File: config.mk
export PLATFORM = sky130hd
export DESIGN_NAME = shift_engine
export DESIGN_NICKNAME = d
export VERILOG_FILES = /design/src/rtl/shift_engine.sv
export SDC_FILE = /design/constraint.sdc
export NUM_CORES = 1
export LEC_CHECK = 0
export CAP_MARGIN = 20
export CORE_AREA = 2 2 80 82
export DETAILED_ROUTE_END_ITERATION = 12
export DIE_AREA = 0 0 82 84
export GPL_TIMING_DRIVEN = 1
export PLACE_DENSITY_LB_ADDON = 0.12
export REMOVE_ABC_BUFFERS = 1
export SYNTH_ARGS = -nofsm -noshare
export SYNTH_HDL_FRONTEND = slang
export SYNTH_SLANG_ARGS = --single-unit
export TNS_END_PERCENT = 20
File: constraint.sdc
create_clock -name clk -period 3.7 [get_ports clk]
set_clock_uncertainty 0.05 [all_clocks]
set_input_delay 0.74 -clock clk [delete_from_list [all_inputs] [get_ports clk]]
set_output_delay 0.74 -clock clk [all_outputs]
set_load 0.02 [all_outputs]
File: src/rtl/shift_engine.sv
// Register-mapped barrel-less shifter: one bit position per cycle, done after amount+1 cycles.
// CTRL/OPERAND writes while busy are dropped and flagged as overrun; reads are combinational.
module shift_engine #(
  parameter int WIDTH = 16,
  parameter int SHW   = $clog2(WIDTH)
) (
  input  logic             clk,
  input  logic             reset,
  input  logic             cs,
  input  logic             we,
  input  logic [1:0]       reg_sel,
  input  logic [WIDTH-1:0] data_in,
  output logic [WIDTH-1:0] data_out,
  output logic             irq
);

  localparam logic [1:0] SEL_CTRL   = 2'b00;
  localparam logic [1:0] SEL_OPER   = 2'b01;
  localparam logic [1:0] SEL_RESULT = 2'b10;
  localparam logic [1:0] SEL_STATUS = 2'b11;
  localparam logic [SHW-1:0] CNT_ONE = 1;

  typedef enum logic {IDLE, SHIFT} state_t;

  state_t           state_q, state_d;
  logic [SHW-1:0]   amount_q;
  logic [1:0]       mode_q;
  logic             ie_q;
  logic [WIDTH-1:0] operand_q;
  logic [WIDTH-1:0] result_q;
  logic [WIDTH-1:0] work_q;
  logic [SHW-1:0]   cnt_q;
  logic             done_q;
  logic             ovr_q;
  logic [WIDTH-1:0] shifted;
  logic             wr_ctrl, wr_oper, wr_stat, start;

  assign wr_ctrl = cs && we && (reg_sel == SEL_CTRL);
  assign wr_oper = cs && we && (reg_sel == SEL_OPER);
  assign wr_stat = cs && we && (reg_sel == SEL_STATUS);
  assign start   = wr_ctrl && data_in[SHW+2];

  always_comb begin
    shifted = work_q;
    case (mode_q)
      2'b00: shifted = {work_q[WIDTH-2:0], 1'b0};
      2'b01: shifted = {1'b0, work_q[WIDTH-1:1]};
      2'b10: shifted = {work_q[WIDTH-1], work_q[WIDTH-1:1]};
      2'b11: shifted = {work_q[0], work_q[WIDTH-1:1]};
      default: shifted = work_q;
    endcase
  end

  always_ff @(posedge clk or negedge reset) begin
    if (!reset) state_q <= IDLE;
    else        state_q <= state_d;
  end

  always_comb begin
    state_d = state_q;
    case (state_q)
      IDLE:    if (start) state_d = SHIFT;
      SHIFT:   if (cnt_q == '0) state_d = IDLE;
      default: state_d = IDLE;
    endcase
  end

  always_ff @(posedge clk or negedge reset) begin
    if (!reset) begin
      amount_q  <= '0;
      mode_q    <= '0;
      ie_q      <= 1'b0;
      operand_q <= '0;
      result_q  <= '0;
      work_q    <= '0;
      cnt_q     <= '0;
      done_q    <= 1'b0;
      ovr_q     <= 1'b0;
      irq       <= 1'b0;
    end else begin
      irq <= done_q & ie_q;
      if (state_q == IDLE) begin
        if (wr_ctrl) begin
          amount_q <= data_in[SHW-1:0];
          mode_q   <= data_in[SHW+1:SHW];
          ie_q     <= data_in[SHW+3];
        end
        if (start) begin
          work_q <= operand_q;
          cnt_q  <= data_in[SHW-1:0];
          done_q <= 1'b0;
          ovr_q  <= 1'b0;
        end
        if (wr_oper) operand_q <= data_in;
        if (wr_stat) begin
          done_q <= 1'b0;
          ovr_q  <= 1'b0;
        end
      end else begin
        // done is already clear while shifting, so a STATUS write only touches overrun
        if (wr_ctrl || wr_oper) ovr_q <= 1'b1;
        if (wr_stat)            ovr_q <= 1'b0;
        if (cnt_q != '0) begin
          work_q <= shifted;
          cnt_q  <= cnt_q - CNT_ONE;
        end else begin
          result_q <= work_q;
          done_q   <= 1'b1;
        end
      end
    end
  end

  always_comb begin
    data_out = '0;
    case (reg_sel)
      SEL_CTRL: begin
        data_out[SHW-1:0]   = amount_q;
        data_out[SHW+1:SHW] = mode_q;
        data_out[SHW+3]     = ie_q;
      end
      SEL_OPER:   data_out = operand_q;
      SEL_RESULT: data_out = result_q;
      SEL_STATUS: begin
        data_out[0] = (state_q == SHIFT);
        data_out[1] = done_q;
        data_out[2] = ovr_q;
      end
      default: data_out = '0;
    endcase
  end

endmodule

==> results of run 1 <==
-- sequential cells by signal, indices dropped and copies added (netlist names) --
name / count
state_q: 1
done_q: 1
cnt_q: 4
ovr_q: 1
result_q: 16
operand_q: 16
irq: 1
mode_q: 2
work_q: 16
ie_q: 1
amount_q: 4
-- metal layers --
| metal | vias to the layer above | GRT usage, % | wire, um |
|---|---|---|---|
| met5 | - | 0 | 0 |
| met4 | 0 | 8.48 | 82 |
| met3 | 8 | 3.90 | 367 |
| met2 | 78 | 35.0 | 3540 |
| met1 | 1309 | 36.6 | 3680 |
| li1 | 1227 | - | - |
-- worst reg2reg max path, stage by stage (launching register included) --
cell and delay, ns:
dfrtp_1 0.38, buf_4 0.28, a41oi_2 0.81, nor2_1 0.14
a221o_1 0.34
-- worst paths after layout --
| check | slack [ns] | to | start | depth (start not counted) |
|---|---|---|---|---|
| min | 0.37 | operand_q[8] | reset | 1 |
| min in group clk | 0.43 | result_q[12] | result_q[12] | 2 |
| max in group asynchronous | 2.34 | amount_q[2] | reset | 2 |
| min reg2reg | 0.43 | result_q[12] | result_q[12] | 2 |
| max | 0.17 | data_out[6] | reg_sel[1] | 7 |
| max reg2reg | 1.58 | cnt_q[3] | state_q | 4 |
-- where the power goes --
part	total (uW)	switching [uW]	leakage [uW]	internal (uW)
Sequential	1310	289	0.000780	1020
Combinational	1260	670	0.000860	592
Clock	543	247	0.0000898	296
Total	3120	1210	0.00173	1910
-- layout make-up --
class                   instances  area, sq um  area share [%]
flip-flops and latches         63         1580            40.5
multi-input cells             208         1510            38.8
repair buffers                 47          445            11.4
clock buffers                  15          176            4.53
well taps                      77         96.3            2.47
inverters                      24         90.1            2.31
-- metrics by stage --
stage | total power, uW | hold WS [ns] | utilization, % | cells
after floorplan | 2130 | 0.394 | - | 295
after global placement | 2530 | 0.410 | 60.9 | 419
after detailed placement | 2570 | 0.414 | 60.9 | 419
after CTS | 3110 | 0.383 | 63.8 | 434
after global routing | 3350 | 0.406 | 63.9 | 434
final | 3120 | 0.369 | 63.9 | 434
-- synth_stat cells (all sizes together) --
cell type | n | area (sq um)
nor3 | 1 | 5.00
nand3b | 1 | 7.51
a21oi | 4 | 20.0
buf | 9 | 62.6
xnor2 | 1 | 8.76
o211ai | 2 | 15.0
o221ai | 1 | 8.76
o21ai | 45 | 225
ha | 7 | 87.6
a31oi | 3 | 18.8
and2 | 1 | 6.26
a2bb2oi | 1 | 8.76
or4 | 1 | 7.51
o31ai | 15 | 113
nand2 | 26 | 110
a211oi | 1 | 7.51
nand2b | 1 | 6.26
nor2b | 11 | 68.8
a41oi | 1 | 16.3
mux2 | 23 | 297
a222oi | 7 | 70.1
a221o | 2 | 20.0
and4bb | 1 | 12.5
nor2 | 21 | 78.8
mux2i | 3 | 30.0
inv | 24 | 90.1
o32a | 1 | 10.0
and3b | 1 | 8.76
a22oi | 10 | 75.1
clkbuf | 16 | 60.1
a41o | 1 | 10.0
nand4bb | 1 | 11.3
dfrtp | 63 | 1580
o311a | 14 | 140
-- kinds of logic after synthesis --
| family | count (synthesis) |
|---|---|
| AO/OA/AOI/OAI | 108 |
| XOR/XNOR | 1 |
| adder cells (fa/ha/maj) | 7 |
| buffers and inverters | 49 |
| flip-flops | 63 |
| multiplexers | 26 |
| AND/OR/NAND/NOR | 66 |
==> metrics, run 1 <==
MaxCap Viol Count=0; Worst Path Max Fanout=10; Setup violations, final=0; NumNets Final=382; Leak Pwr=0.00173 uW; number of vias per cell=6.04; post-CTS setup buffer count=0; slowest CP cell=clkdlybuf4s50_1; Yosys reg bits=63; largest net degree at the start of global routing=43; post-synthesis compound-gate area fraction=23.0%; Avg Cell Area, Syn=10.3 sq um; Root Buffer=clkbuf_8; Rel. slew slack=36.5%; Post-Synth Simple-Gate Area=9.80%; Post-Synth Adder-Cell Area=2.66%; # H-tree levels=3; Site Rows=29; crit end category=output port; main combinational cell family by area after synthesis=compound AO/OA/AOI/OAI gates; commonest non-fill, non-tap cell in the layout=dfrtp_1; Peak VDD IR=0.501 mV; DIE WIDTH=82 um; Max Clk Rate=283 MHz; DRC violations left=0; post-synth cell types=40; Final Wtd Congestion=0.805; max-slew violations=0; placed standard-cell area=3710 sq um; DRT iter0 DRCs=191; CP cell instances=clkdlybuf4s50_1 > inv_1 > ha_2 > buf_4 > a22oi_1 > nor2b_1 > clkdlybuf4s50_1; first-pass GRT wire length=12.8 mm; HP Class=input pin to async pin; all-layer global routing usage=24.2%; Startpoint Class=input pin; status=finished clean; PostCTS Resize Cnt=0; clock slew at reported path FFs=0.06 ns; diode count=0; Clock Path Buffers=2; power per cell area=800 nW/um^2; vias in the first global route=2564; slowest cell delay on critical path=0.62 ns; sequential fraction of the synthesis area=47.9%; global route overflow=0; Worst EP required=2.91 ns; I/O pin count=39; die area=6890 sq um; crit share post-route=95.4%; Setup TNS=0 ns; Slew @ Worst Pin=0.952 ns; post-synthesis xor/xnor area fraction=0.266%; Top Family by Delay on Critical Path=buffers and inverters; Core Footprint=6100 sq um; Post-DRT Antenna Nets=0; RSZ-0062 raised after global routing=false; worst setup path class=input pin to output port; routed len/inst=17.7 um; # fillers=514; Worst Path Arrival=2.74 ns; Die Y=84 um; yosys warns=0; commonest non-fill, non-tap cells in the layout=dfrtp_1, o21ai_0, clkdlybuf4s50_1; final wirelength=7.66 mm; drt pass-1 iters=6; clk sink count=63; starting density of the core=54.0%; Final Hold Violating Endpoints=0; mux cell area share after synthesis=9.92%; initial antenna violation count=0; Mapped Cells=320; setup ws final=0.171 ns; Finished Cell Area=3890 sq um; fraction of layout cells with a size suffix above 1=14.6%; CTS tree=built; Clock Latency Late Sink=0.33 ns; DPL Wire Length=5.00 mm; PortBufs=38; total CTS buffers=9; Hold Buf Count CTS=0; Syn Std Cell Area=3290 sq um; CP bufs+invs=4; min Tclk post-route=3.53 ns; Setup WS pre-CTS=0.0926 ns; area delta synth->final=18.2%; total number of vias=2622; crit-path most repeated cell=clkdlybuf4s50_1
Power figures use the tool's default switching activity.
==> inputs of run 2 (changes only) <==
--- a/config.mk
+++ b/config.mk
@@ -5,7 +5,7 @@
 export SDC_FILE = /design/constraint.sdc
 export NUM_CORES = 1
 export LEC_CHECK = 0
-export CAP_MARGIN = 20
+export CAP_MARGIN = 10
 export CORE_AREA = 2 2 80 82
 export DETAILED_ROUTE_END_ITERATION = 12
 export DIE_AREA = 0 0 82 84
==> results of run 2 <==
Final layout, timing and power as in run 1 (identical DEF).
